==> config.mk <==
export PLATFORM = sky130hd
export DESIGN_NAME = configurable_uart_transmitter
export DESIGN_NICKNAME = d
export VERILOG_FILES = /design/src/rtl/uart_transmitter_pkg.sv /design/src/rtl/uart_tx_fifo.sv /design/src/rtl/configurable_uart_transmitter.sv
export SDC_FILE = /design/constraint.sdc
export NUM_CORES = 1
export LEC_CHECK = 0
export CORE_ASPECT_RATIO = 0.75
export CORE_MARGIN = 3
export CORE_UTILIZATION = 67
export DETAILED_ROUTE_END_ITERATION = 16
export HOLD_SLACK_MARGIN = 0.05
export PLACE_DENSITY_LB_ADDON = 0.1
export SLEW_MARGIN = 0
export SYNTH_ARGS = -nofsm -noshare
export SYNTH_HDL_FRONTEND = slang
export SYNTH_SLANG_ARGS = --single-unit
==> constraint.sdc <==
create_clock -name clock -period 8.85 [get_ports clock]
set_clock_uncertainty 0.2 [all_clocks]
set_input_delay 2.655 -clock clock [delete_from_list [all_inputs] [get_ports clock]]
set_output_delay 2.655 -clock clock [all_outputs]
set_load 0.005 [all_outputs]
==> src/rtl/uart_transmitter_pkg.sv <==
// Shared types and constants for the configurable UART transmitter.
//   tx_state_e    : frame FSM states
//   parity_mode_e : encoding of the parity_mode input
//   frame_cfg_t   : configuration captured at the start of each frame
//   BAUD_DIVISORS : clocks per bit for baudrate_select 0..3 (50 MHz clock)
//   parity_bit()  : parity bit for a data word
package uart_transmitter_pkg;

  typedef enum logic [2:0] {
    ST_IDLE,
    ST_START,
    ST_DATA,
    ST_PARITY,
    ST_STOP
  } tx_state_e;

  typedef enum logic [1:0] {
    PAR_NONE     = 2'b00,
    PAR_EVEN     = 2'b01,
    PAR_ODD      = 2'b10,
    PAR_NONE_ALT = 2'b11
  } parity_mode_e;

  localparam int BAUD_DIV_W = 13;
  localparam int MAX_DATA_W = 9;

  // 9600 / 19200 / 57600 / 115200 baud at 50 MHz
  localparam logic [BAUD_DIV_W-1:0] BAUD_DIVISORS [4] = '{
    13'd5208, 13'd2604, 13'd868, 13'd434
  };

  typedef struct packed {
    logic [BAUD_DIV_W-1:0] div;
    parity_mode_e          par;
    logic                  two_stop;
  } frame_cfg_t;

  // Zero-extended data does not change the XOR, so any width up to 9 fits.
  function automatic logic parity_bit(input logic [MAX_DATA_W-1:0] d,
                                      input parity_mode_e           m);
    return (m == PAR_ODD) ? ~(^d) : (^d);
  endfunction

  function automatic logic parity_enabled(input parity_mode_e m);
    return (m == PAR_EVEN) || (m == PAR_ODD);
  endfunction

endpackage

==> src/rtl/uart_tx_fifo.sv <==
// Synchronous transmit FIFO with fill count and threshold flag.
//   clock, reset   : clock, async active-low reset
//   push, wr_data  : write request; dropped (overflow pulse) when full
//   pop, rd_data   : read request; rd_data shows the head entry
//   threshold      : fill level for thresh_full, 0 means DEPTH
//   count          : current fill level
//   thresh_full    : count >= threshold (registered)
//   empty          : count == 0 (registered)
//   overflow       : one-cycle pulse after a rejected push
module uart_tx_fifo #(
  parameter int WIDTH = 8,
  parameter int DEPTH = 64,
  parameter int AW    = $clog2(DEPTH)
) (
  input  logic             clock,
  input  logic             reset,
  input  logic             push,
  input  logic [WIDTH-1:0] wr_data,
  input  logic             pop,
  output logic [WIDTH-1:0] rd_data,
  input  logic [AW-1:0]    threshold,
  output logic [AW:0]      count,
  output logic             thresh_full,
  output logic             empty,
  output logic             overflow
);

  localparam logic [AW:0] DEPTH_C = (AW+1)'(DEPTH);

  logic [WIDTH-1:0] mem_q [DEPTH];
  logic [AW-1:0]    wr_ptr_q, wr_ptr_d;
  logic [AW-1:0]    rd_ptr_q, rd_ptr_d;
  logic [AW:0]      count_q, count_d;
  logic             full_q, full_d;
  logic             empty_q, empty_d;
  logic             ovf_q, ovf_d;
  logic             push_ok, pop_ok;
  logic [AW:0]      thr_level;

  // Full is judged on the pre-edge count, so a push at capacity is refused
  // even when a pop happens on the same edge.
  assign push_ok   = push && (count_q != DEPTH_C);
  assign pop_ok    = pop && (count_q != '0);
  assign thr_level = (threshold == '0) ? DEPTH_C : {1'b0, threshold};

  always_comb begin
    wr_ptr_d = push_ok ? wr_ptr_q + 1'b1 : wr_ptr_q;
    rd_ptr_d = pop_ok  ? rd_ptr_q + 1'b1 : rd_ptr_q;
    count_d  = count_q;
    case ({push_ok, pop_ok})
      2'b10:   count_d = count_q + 1'b1;
      2'b01:   count_d = count_q - 1'b1;
      default: count_d = count_q;
    endcase
    // Flags come from the next count so they line up with count each cycle.
    full_d  = (count_d >= thr_level);
    empty_d = (count_d == '0);
    ovf_d   = push && !push_ok;
  end

  always_ff @(posedge clock or negedge reset) begin
    if (!reset) begin
      wr_ptr_q <= '0;
      rd_ptr_q <= '0;
      count_q  <= '0;
      full_q   <= 1'b0;
      empty_q  <= 1'b1;
      ovf_q    <= 1'b0;
    end else begin
      wr_ptr_q <= wr_ptr_d;
      rd_ptr_q <= rd_ptr_d;
      count_q  <= count_d;
      full_q   <= full_d;
      empty_q  <= empty_d;
      ovf_q    <= ovf_d;
    end
  end

  // Storage needs no reset; the pointers define what is valid.
  always_ff @(posedge clock) begin
    if (push_ok) mem_q[wr_ptr_q] <= wr_data;
  end

  assign rd_data     = mem_q[rd_ptr_q];
  assign count       = count_q;
  assign thresh_full = full_q;
  assign empty       = empty_q;
  assign overflow    = ovf_q;

endmodule

==> src/rtl/configurable_uart_transmitter.sv <==
// UART transmitter with transmit FIFO, selectable baud rate, parity and
// stop bits.
//   clock, reset          : clock, async active-low reset
//   write_enable, data    : push a word into the FIFO
//   buffer_full_threshold : fill level for buffer_full (0 means FIFO_DEPTH)
//   baudrate_select       : index into BAUD_DIVISORS
//   parity_mode           : 00/11 none, 01 even, 10 odd
//   stop_bits             : 0 one stop bit, 1 two
//   buffer_full/empty, fifo_count, overflow : FIFO status
//   busy                  : a frame is in progress
//   data_out              : serial line, idles high
module configurable_uart_transmitter
  import uart_transmitter_pkg::*;
#(
  parameter int DATA_WIDTH = 8,
  parameter int FIFO_DEPTH = 64,
  parameter int AW         = $clog2(FIFO_DEPTH)
) (
  input  logic                  clock,
  input  logic                  reset,
  input  logic                  write_enable,
  input  logic [DATA_WIDTH-1:0] data,
  input  logic [AW-1:0]         buffer_full_threshold,
  input  logic [1:0]            baudrate_select,
  input  logic [1:0]            parity_mode,
  input  logic                  stop_bits,
  output logic                  buffer_full,
  output logic                  buffer_empty,
  output logic [AW:0]           fifo_count,
  output logic                  overflow,
  output logic                  busy,
  output logic                  data_out
);

  localparam logic [3:0] LAST_BIT = 4'(DATA_WIDTH - 1);

  tx_state_e             state_q, state_d;
  frame_cfg_t            cfg_q, cfg_d;
  logic [DATA_WIDTH-1:0] shift_q, shift_d;
  logic                  par_bit_q, par_bit_d;
  logic [3:0]            bit_idx_q, bit_idx_d;
  logic [BAUD_DIV_W-1:0] baud_q, baud_d;
  logic                  data_out_q, data_out_d;

  logic                  fifo_pop;
  logic [DATA_WIDTH-1:0] fifo_rd_data;
  logic                  load_frame;
  logic                  bit_done;
  logic [BAUD_DIV_W-1:0] baud_reload;

  uart_tx_fifo #(
    .WIDTH (DATA_WIDTH),
    .DEPTH (FIFO_DEPTH),
    .AW    (AW)
  ) u_fifo (
    .clock       (clock),
    .reset       (reset),
    .push        (write_enable),
    .wr_data     (data),
    .pop         (fifo_pop),
    .rd_data     (fifo_rd_data),
    .threshold   (buffer_full_threshold),
    .count       (fifo_count),
    .thresh_full (buffer_full),
    .empty       (buffer_empty),
    .overflow    (overflow)
  );

  assign bit_done    = (baud_q == '0);
  assign baud_reload = cfg_q.div - 1'b1;

  // State register plus frame datapath.
  always_ff @(posedge clock or negedge reset) begin
    if (!reset) begin
      state_q    <= ST_IDLE;
      cfg_q      <= '{div: '0, par: PAR_NONE, two_stop: 1'b0};
      shift_q    <= '0;
      par_bit_q  <= 1'b0;
      bit_idx_q  <= '0;
      baud_q     <= '0;
      data_out_q <= 1'b1;
    end else begin
      state_q    <= state_d;
      cfg_q      <= cfg_d;
      shift_q    <= shift_d;
      par_bit_q  <= par_bit_d;
      bit_idx_q  <= bit_idx_d;
      baud_q     <= baud_d;
      data_out_q <= data_out_d;
    end
  end

  // Next state. baud_q counts down the current bit; bit_done marks its
  // last clock. A frame's configuration is sampled only when its word is
  // popped, so mid-frame input changes wait for the next frame.
  always_comb begin
    state_d    = state_q;
    cfg_d      = cfg_q;
    shift_d    = shift_q;
    par_bit_d  = par_bit_q;
    bit_idx_d  = bit_idx_q;
    baud_d     = baud_q;
    load_frame = 1'b0;

    if (state_q != ST_IDLE && !bit_done) baud_d = baud_q - 1'b1;

    case (state_q)
      ST_IDLE: begin
        if (!buffer_empty) load_frame = 1'b1;
      end
      ST_START: begin
        if (bit_done) begin
          state_d   = ST_DATA;
          bit_idx_d = '0;
          baud_d    = baud_reload;
        end
      end
      ST_DATA: begin
        if (bit_done) begin
          shift_d = shift_q >> 1;
          baud_d  = baud_reload;
          if (bit_idx_q == LAST_BIT) begin
            bit_idx_d = '0;
            state_d   = parity_enabled(cfg_q.par) ? ST_PARITY : ST_STOP;
          end else begin
            bit_idx_d = bit_idx_q + 1'b1;
          end
        end
      end
      ST_PARITY: begin
        if (bit_done) begin
          state_d   = ST_STOP;
          bit_idx_d = '0;
          baud_d    = baud_reload;
        end
      end
      ST_STOP: begin
        if (bit_done) begin
          if (cfg_q.two_stop && bit_idx_q == '0) begin
            bit_idx_d = 4'd1;
            baud_d    = baud_reload;
          end else if (!buffer_empty) begin
            // Chain straight into the next start bit, no idle gap.
            load_frame = 1'b1;
          end else begin
            state_d = ST_IDLE;
          end
        end
      end
      default: state_d = ST_IDLE;
    endcase

    if (load_frame) begin
      cfg_d.div      = BAUD_DIVISORS[baudrate_select];
      cfg_d.par      = parity_mode_e'(parity_mode);
      cfg_d.two_stop = stop_bits;
      shift_d        = fifo_rd_data;
      par_bit_d      = parity_bit(MAX_DATA_W'(fifo_rd_data), parity_mode_e'(parity_mode));
      baud_d         = BAUD_DIVISORS[baudrate_select] - 1'b1;
      bit_idx_d      = '0;
      state_d        = ST_START;
    end
  end

  assign fifo_pop = load_frame;

  // Outputs. The line level is registered, so the line trails the state
  // by one clock.
  always_comb begin
    busy       = (state_q != ST_IDLE);
    data_out_d = 1'b1;
    case (state_q)
      ST_START:  data_out_d = 1'b0;
      ST_DATA:   data_out_d = shift_q[0];
      ST_PARITY: data_out_d = par_bit_q;
      default:   data_out_d = 1'b1;
    endcase
  end

  assign data_out = data_out_q;

endmodule
==> impl_metrics.toml, run 1 <==
[power_and_ir_drop]
leakagePower_nw = 8.75
power_density_nw_per_um2 = 330
peakVddDrop_mv = 0.245
p_total_mw = 8.60

[placed_design]
globalplace.congestion = 0.863
place_ws_ns = 2.72
dpl.hpwl_um = 29500
port_buffers = 33
place_inst = 1762
dpl_cell_area_um2 = 24300

[cts]
cts_tree = "built"
post_cts_buffers = 0
clk_latency_ns = 0.57
htree_levels = 2
cts_buffer_depth = 3
path_clk_slew_ns = 0.06
ctsHoldBuffers = 0
cts-root-buf = "clkbuf_16"
cts.sinks = 576
post_cts_resized = 0
cts_buffers = 51

[finish]
fin_cells = 1856
diodes = 0
area_growth_pct = 9.94
final_layout_size_suffix_gt1_frac = 0.175
fillers = 1861
fin_nets = 1413
final_area_um2 = 26100

[worst_setup_path]
worstSetupPathType = "input pin to flip-flop"
end_kind = "flip-flop"
start_kind = "input pin"
cp.required_ns = 9.09
cp_max_fo = 7
arrival_ns = 5.86

[drt]
wirelength_um = 50300
routedWlPerCell_um = 27.1
drtIter0Drc = 1591
via_count = 12300
final_antenna_net_count = 0
drc = 0
viasPerCell = 6.63
first_pass_iters = 5

[synth]
synth_area_um2 = 23700
synth_seq_cells = 576
yosysTopAreaCellShare = 0.649
synthCells = 1322
avgSynthCellArea_um2 = 17.9
syn_nets = 1370
synth_top_cells_by_area = "edfxtp_1 65%, mux4_2 11%, dfrtp_1 6.5%, mux2i_1 2.0%, nor2_1 1.8%"
synth_common_cells = "512 x edfxtp_1, 117 x mux4_2, 111 x nor2_1"
synth_seq_area_share = 0.716
post-synth-top-area-cell = "edfxtp_1"
synthArstFlopShare = 0.111
synth_edf_count = 512
synth_most_common_cell = "edfxtp_1"
synthDistinctLibCells = 69
synthFlopType = "edfxtp_1"
ys.warnings.count = 0

[global_routing]
overflow = 0
grt_max_degree = 82
antenna_found_initial = 1
grt_pass1_wl_um = 76500
grt_use_total = 0.276
grt_pass1_vias = 12100

[floorplan]
dieArea_um2 = 37700
fp.coreArea_um2 = 34200
ios = 34
rows = 58
start_util = 0.694
die_x_um = 223
die_y_um = 169

[timing]
slew_headroom = 0.179
rsz0062_at_grt = "false"
report.final.slew_viol_count = 0
finalCritPeriodShare = 0.634
fin_tns_setup_ns = 0
post-route-min-period_ns = 5.61
finalWorstSetupSlack_ns = 3.24
setup-violations-final = 0
fmax_mhz = 178
worst_pin_slew_ns = 1.23
hold_violations = 0

[status]
status = "finished, final reports clean"

[flow_run]
max_cap_viol_count = 0

[hold_path]
hold_class = "flip-flop to flip-flop"
## cell families after synthesis
group,count (synthesis),synth area share
fa+ha+maj,26,0.0140
buf+inv,88,0.0207
mux,176,0.141
simple gates,271,0.0519
compound gates,141,0.0385
flops,576,0.716
xor+xnor,44,0.0175
## cell type report
type                    count  area, um2  area share
flip-flops and latches    576      17000       0.652
multi-input cells         658       6250       0.240
clock buffers              66       1420      0.0543
well taps                 450        563      0.0216
repair buffers             52        440      0.0169
clock inverters            28        310      0.0119
inverters                  26       97.6     0.00374
## placed cells by master (no fill, tap or decap), drive strengths merged, types with 10 or more instances in the layout
| cell | n |
|---|---|
| edfxtp | 512 |
| mux4 | 124 |
| nor2 | 111 |
| nand2 | 77 |
| clkbuf | 66 |
| dfrtp | 62 |
| mux2i | 48 |
| o21ai | 38 |
| a21oi | 35 |
| xnor2 | 28 |
| buf | 28 |
| ha | 25 |
| inv | 25 |
| clkdlybuf4s50 | 24 |
| nand3 | 21 |
| clkinv | 21 |
| xor2 | 15 |
| o22ai | 10 |
## routing by layer
metal / GRT usage / part of all wire
met2: 0.394 / 0.45
met4: 0.0635 / 0.021
met3: 0.0635 / 0.10
met1: 0.445 / 0.43
met5: 0 / 0.00022
## per-stage QoR
step,utilization,hold slack (ns)
6_report,0.762,0.296
5_1_grt,0.762,0.325
4_1_cts,0.762,0.290
3_5_place_dp,0.712,0.276
3_3_place_gp,0.712,0.274
2_1_floorplan,-,0.246
## critical path, stage by stage
cell             delay [ns]
clkdlybuf4s50_1        0.48
and2_1                 0.17
inv_1                  0.11
ha_1                   0.31
fa_1                   0.45
xnor2_1                0.14
o21ai_0                0.34
ha_1                   0.30
nor2b_1                0.13
o21ai_0                0.16
nand2b_1               0.08
a21oi_1                0.19
nor2b_1                0.06
o21ai_0                0.19
nand2b_1               0.10
## registers in the layout, indices dropped and copies added, names as in the netlist
register	cells
shift_q	8
u_fifo.mem_q	512
data_out	1
par_bit_q	1
cfg_q	12
u_fifo.rd_ptr_q	6
u_fifo.thresh_full	1
u_fifo.overflow	1
baud_q	13
state_q	3
u_fifo.wr_ptr_q	6
u_fifo.count	7
u_fifo.empty	1
bit_idx_q	4
## where the power goes
group	total (mW)	internal [mW]	switching (mW)
clock network	2.28	1.33	0.948
logic	2.85	1.29	1.56
registers	3.47	3.20	0.276
total	8.60	5.81	2.78
## worst paths after layout
path	startpoint	to	slack (ns)	depth (start not counted)
max	write_enable	u_fifo.thresh_full$_DFF_PN0_	3.24	15
min	par_bit_q$_DFFE_PN0N_	par_bit_q$_DFFE_PN0N_	0.30	2
max in group asynchronous	reset	u_fifo.rd_ptr_q[1]$_DFFE_PN0P_	5.73	2
max reg2reg	baud_q[10]$_DFF_PN0_	u_fifo.thresh_full$_DFF_PN0_	3.25	17
min in group asynchronous	reset	u_fifo.count[4]$_DFF_PN0_	2.07	2
min reg2reg	par_bit_q$_DFFE_PN0N_	par_bit_q$_DFFE_PN0N_	0.30	2
Power figures use the tool's default switching activity.
==> run 2: changes to the inputs <==
--- a/config.mk
+++ b/config.mk
@@ -7,7 +7,7 @@
 export LEC_CHECK = 0
 export CORE_ASPECT_RATIO = 0.75
 export CORE_MARGIN = 3
-export CORE_UTILIZATION = 67
+export CORE_UTILIZATION = 62
 export DETAILED_ROUTE_END_ITERATION = 16
 export HOLD_SLACK_MARGIN = 0.05
 export PLACE_DENSITY_LB_ADDON = 0.1
==> constraint.sdc (replaced) <==
create_clock -name clock -period 5.68 [get_ports clock]
set_clock_uncertainty 0.2 [all_clocks]
set_input_delay 1.704 -clock clock [delete_from_list [all_inputs] [get_ports clock]]
set_output_delay 1.704 -clock clock [all_outputs]
set_load 0.005 [all_outputs]
==> impl_metrics.toml, run 2 (synthesized netlist as in run 1, its figures left out) <==
[finish]
fin_nets = 1426
top_register = "u_fifo.mem_q"
layout_commonest_cell = "edfxtp_1"
fin_cells = 1925
largest_reg_flops = 512
diodes = 0
final_layout_size_suffix_gt1_frac = 0.175
area_growth_pct = 10.4
reg_top3 = "u_fifo.mem_q x512, baud_q x13, cfg_q x12"
final_cell_mix = "512 x edfxtp_1, 117 x mux4_2, 111 x nor2_1"

[cts]
path_clk_slew_ns = 0.07
ctsHoldBuffers = 0
post_cts_buffers = 0
cts_buffer_depth = 3
cts_tree = "built"
cts_buffers = 52
post_cts_resized = 0
cts-root-buf = "clkbuf_16"
cts.sinks = 576
clk_latency_ns = 0.58
htree_levels = 2

[worst_setup_path]
r2r_setup_slack_ns = 0.83
r2r_start = "baud_q[0]$_DFF_PN0_"
cp.required_ns = 5.94
timing.critical_path.mode_cell = "ha_1"
crit_start = "baud_q[0]$_DFF_PN0_"
end_kind = "flip-flop"
worst_path_max_delay_cell = "a2111o_1"
path_cells = "inv_1 > ha_1 > nor4b_1 > and3_1 > nand2_1 > a2111o_1 > a21oi_1 > buf_4 > ha_1 > ha_1 > a21o_1 > a21oi_1 > o21bai_1 > a21oi_1 > xor2_1 > o21ai_0 > ha_1 > nor2b_1 > o21ai_0 > nand2b_1"
slowest_delay_ns = 0.47
start_kind = "flip-flop"
worstSetupPathType = "flip-flop to flip-flop"
arrival_ns = 5.11
cp_max_fo = 7

[drt]
drtIter0Drc = 1288
drc = 0
first_pass_iters = 5
viasPerCell = 6.37
final_antenna_net_count = 0
via_count = 12300
wirelength_um = 50200
routedWlPerCell_um = 26.1

[timing]
fin_tns_setup_ns = 0
post-route-min-period_ns = 4.85
setup-violations-final = 0
worst_pin_slew_ns = 1.28
hold_violations = 0
fmax_mhz = 206
rsz0062_at_grt = "false"
slew_headroom = 0.148
finalCritPeriodShare = 0.853
report.final.slew_viol_count = 0

[global_routing]
grt_max_degree = 65
overflow = 0
grt_pass1_wl_um = 76600
antenna_found_initial = 0
grt_pass1_vias = 12100
grt_use_total = 0.254

[floorplan]
rows = 61
fp.coreArea_um2 = 37400
ios = 34
dieArea_um2 = 40600
start_util = 0.634
die_x_um = 232
die_y_um = 175

[hold_path]
hp-start = "cfg_q[0]$_DFFE_PN0N_"
hold_class = "flip-flop to flip-flop"

[power_and_ir_drop]
leakagePower_nw = 8.77
peakVddDrop_mv = 0.269
power_density_nw_per_um2 = 510

[placed_design]
port_buffers = 33
place_inst = 1828
dpl.hpwl_um = 31000
globalplace.congestion = 0.904

[status]
status = "finished, final reports clean"

[flow_run]
max_cap_viol_count = 0
run 2: critical path, delay by kind of cell, from the launching register on:
family          cells  cell delay [ns]
compound gates      8             1.71
fa+ha+maj           4             1.13
simple gates        5             0.93
flops               1             0.40
buf+inv             2             0.28
xor+xnor            1             0.08
run 2: cell type report:
type / count / area, um2
Sequential cell: 576 / 17000
Fill cell: 2385 / 11200
Multi-Input combinational cell: 658 / 6250
Clock buffer: 71 / 1400
Tap cell: 504 / 631
Timing Repair Buffer: 64 / 556
Clock inverter: 26 / 253
Inverter: 26 / 97.6
run 2: path summary, 6_finish.rpt:
| path | end | depth (start not counted) |
|---|---|---|
| setup / recovery | u_fifo.thresh_full$_DFF_PN0_ | 20 |
| hold / removal | cfg_q[0]$_DFFE_PN0N_ | 2 |
| setup reg to reg | u_fifo.thresh_full$_DFF_PN0_ | 20 |
| hold reg to reg | cfg_q[0]$_DFFE_PN0N_ | 2 |
| max in group asynchronous | cfg_q[8]$_DFFE_PN0N_ | 2 |
| min in group asynchronous | u_fifo.thresh_full$_DFF_PN0_ | 1 |
run 2: where the power goes:
part	switching, mW	internal [mW]	total [mW]
Clock	1.47	1.96	3.43
Combinational	2.41	2.07	4.48
Sequential	0.451	4.98	5.43
Total	4.34	9.00	13.3
run 2: metal layers:
metal / vias up / track usage / wire length [um]
met5: - / 0 / 0
met4: 0 / 0.0648 / 1080
met3: 78 / 0.0417 / 3550
met2: 477 / 0.361 / 22100
met1: 6354 / 0.419 / 23500
li1: 5345 / - / -
run 2: metrics by stage:
stage | hold WS (ns) | cell area (um2) | power [mW] | util | setup WS, ns
2_1_floorplan | 0.246 | 23700 | 8.67 | - | 1.23
3_3_place_gp | 0.266 | 24500 | 9.90 | 0.656 | 0.630
3_5_place_dp | 0.277 | 24500 | 9.97 | 0.656 | 0.525
4_1_cts | 0.301 | 26200 | 13.4 | 0.700 | 0.820
5_1_grt | 0.326 | 26200 | 14.0 | 0.700 | 0.474
6_report | 0.298 | 26200 | 13.3 | 0.700 | 0.835
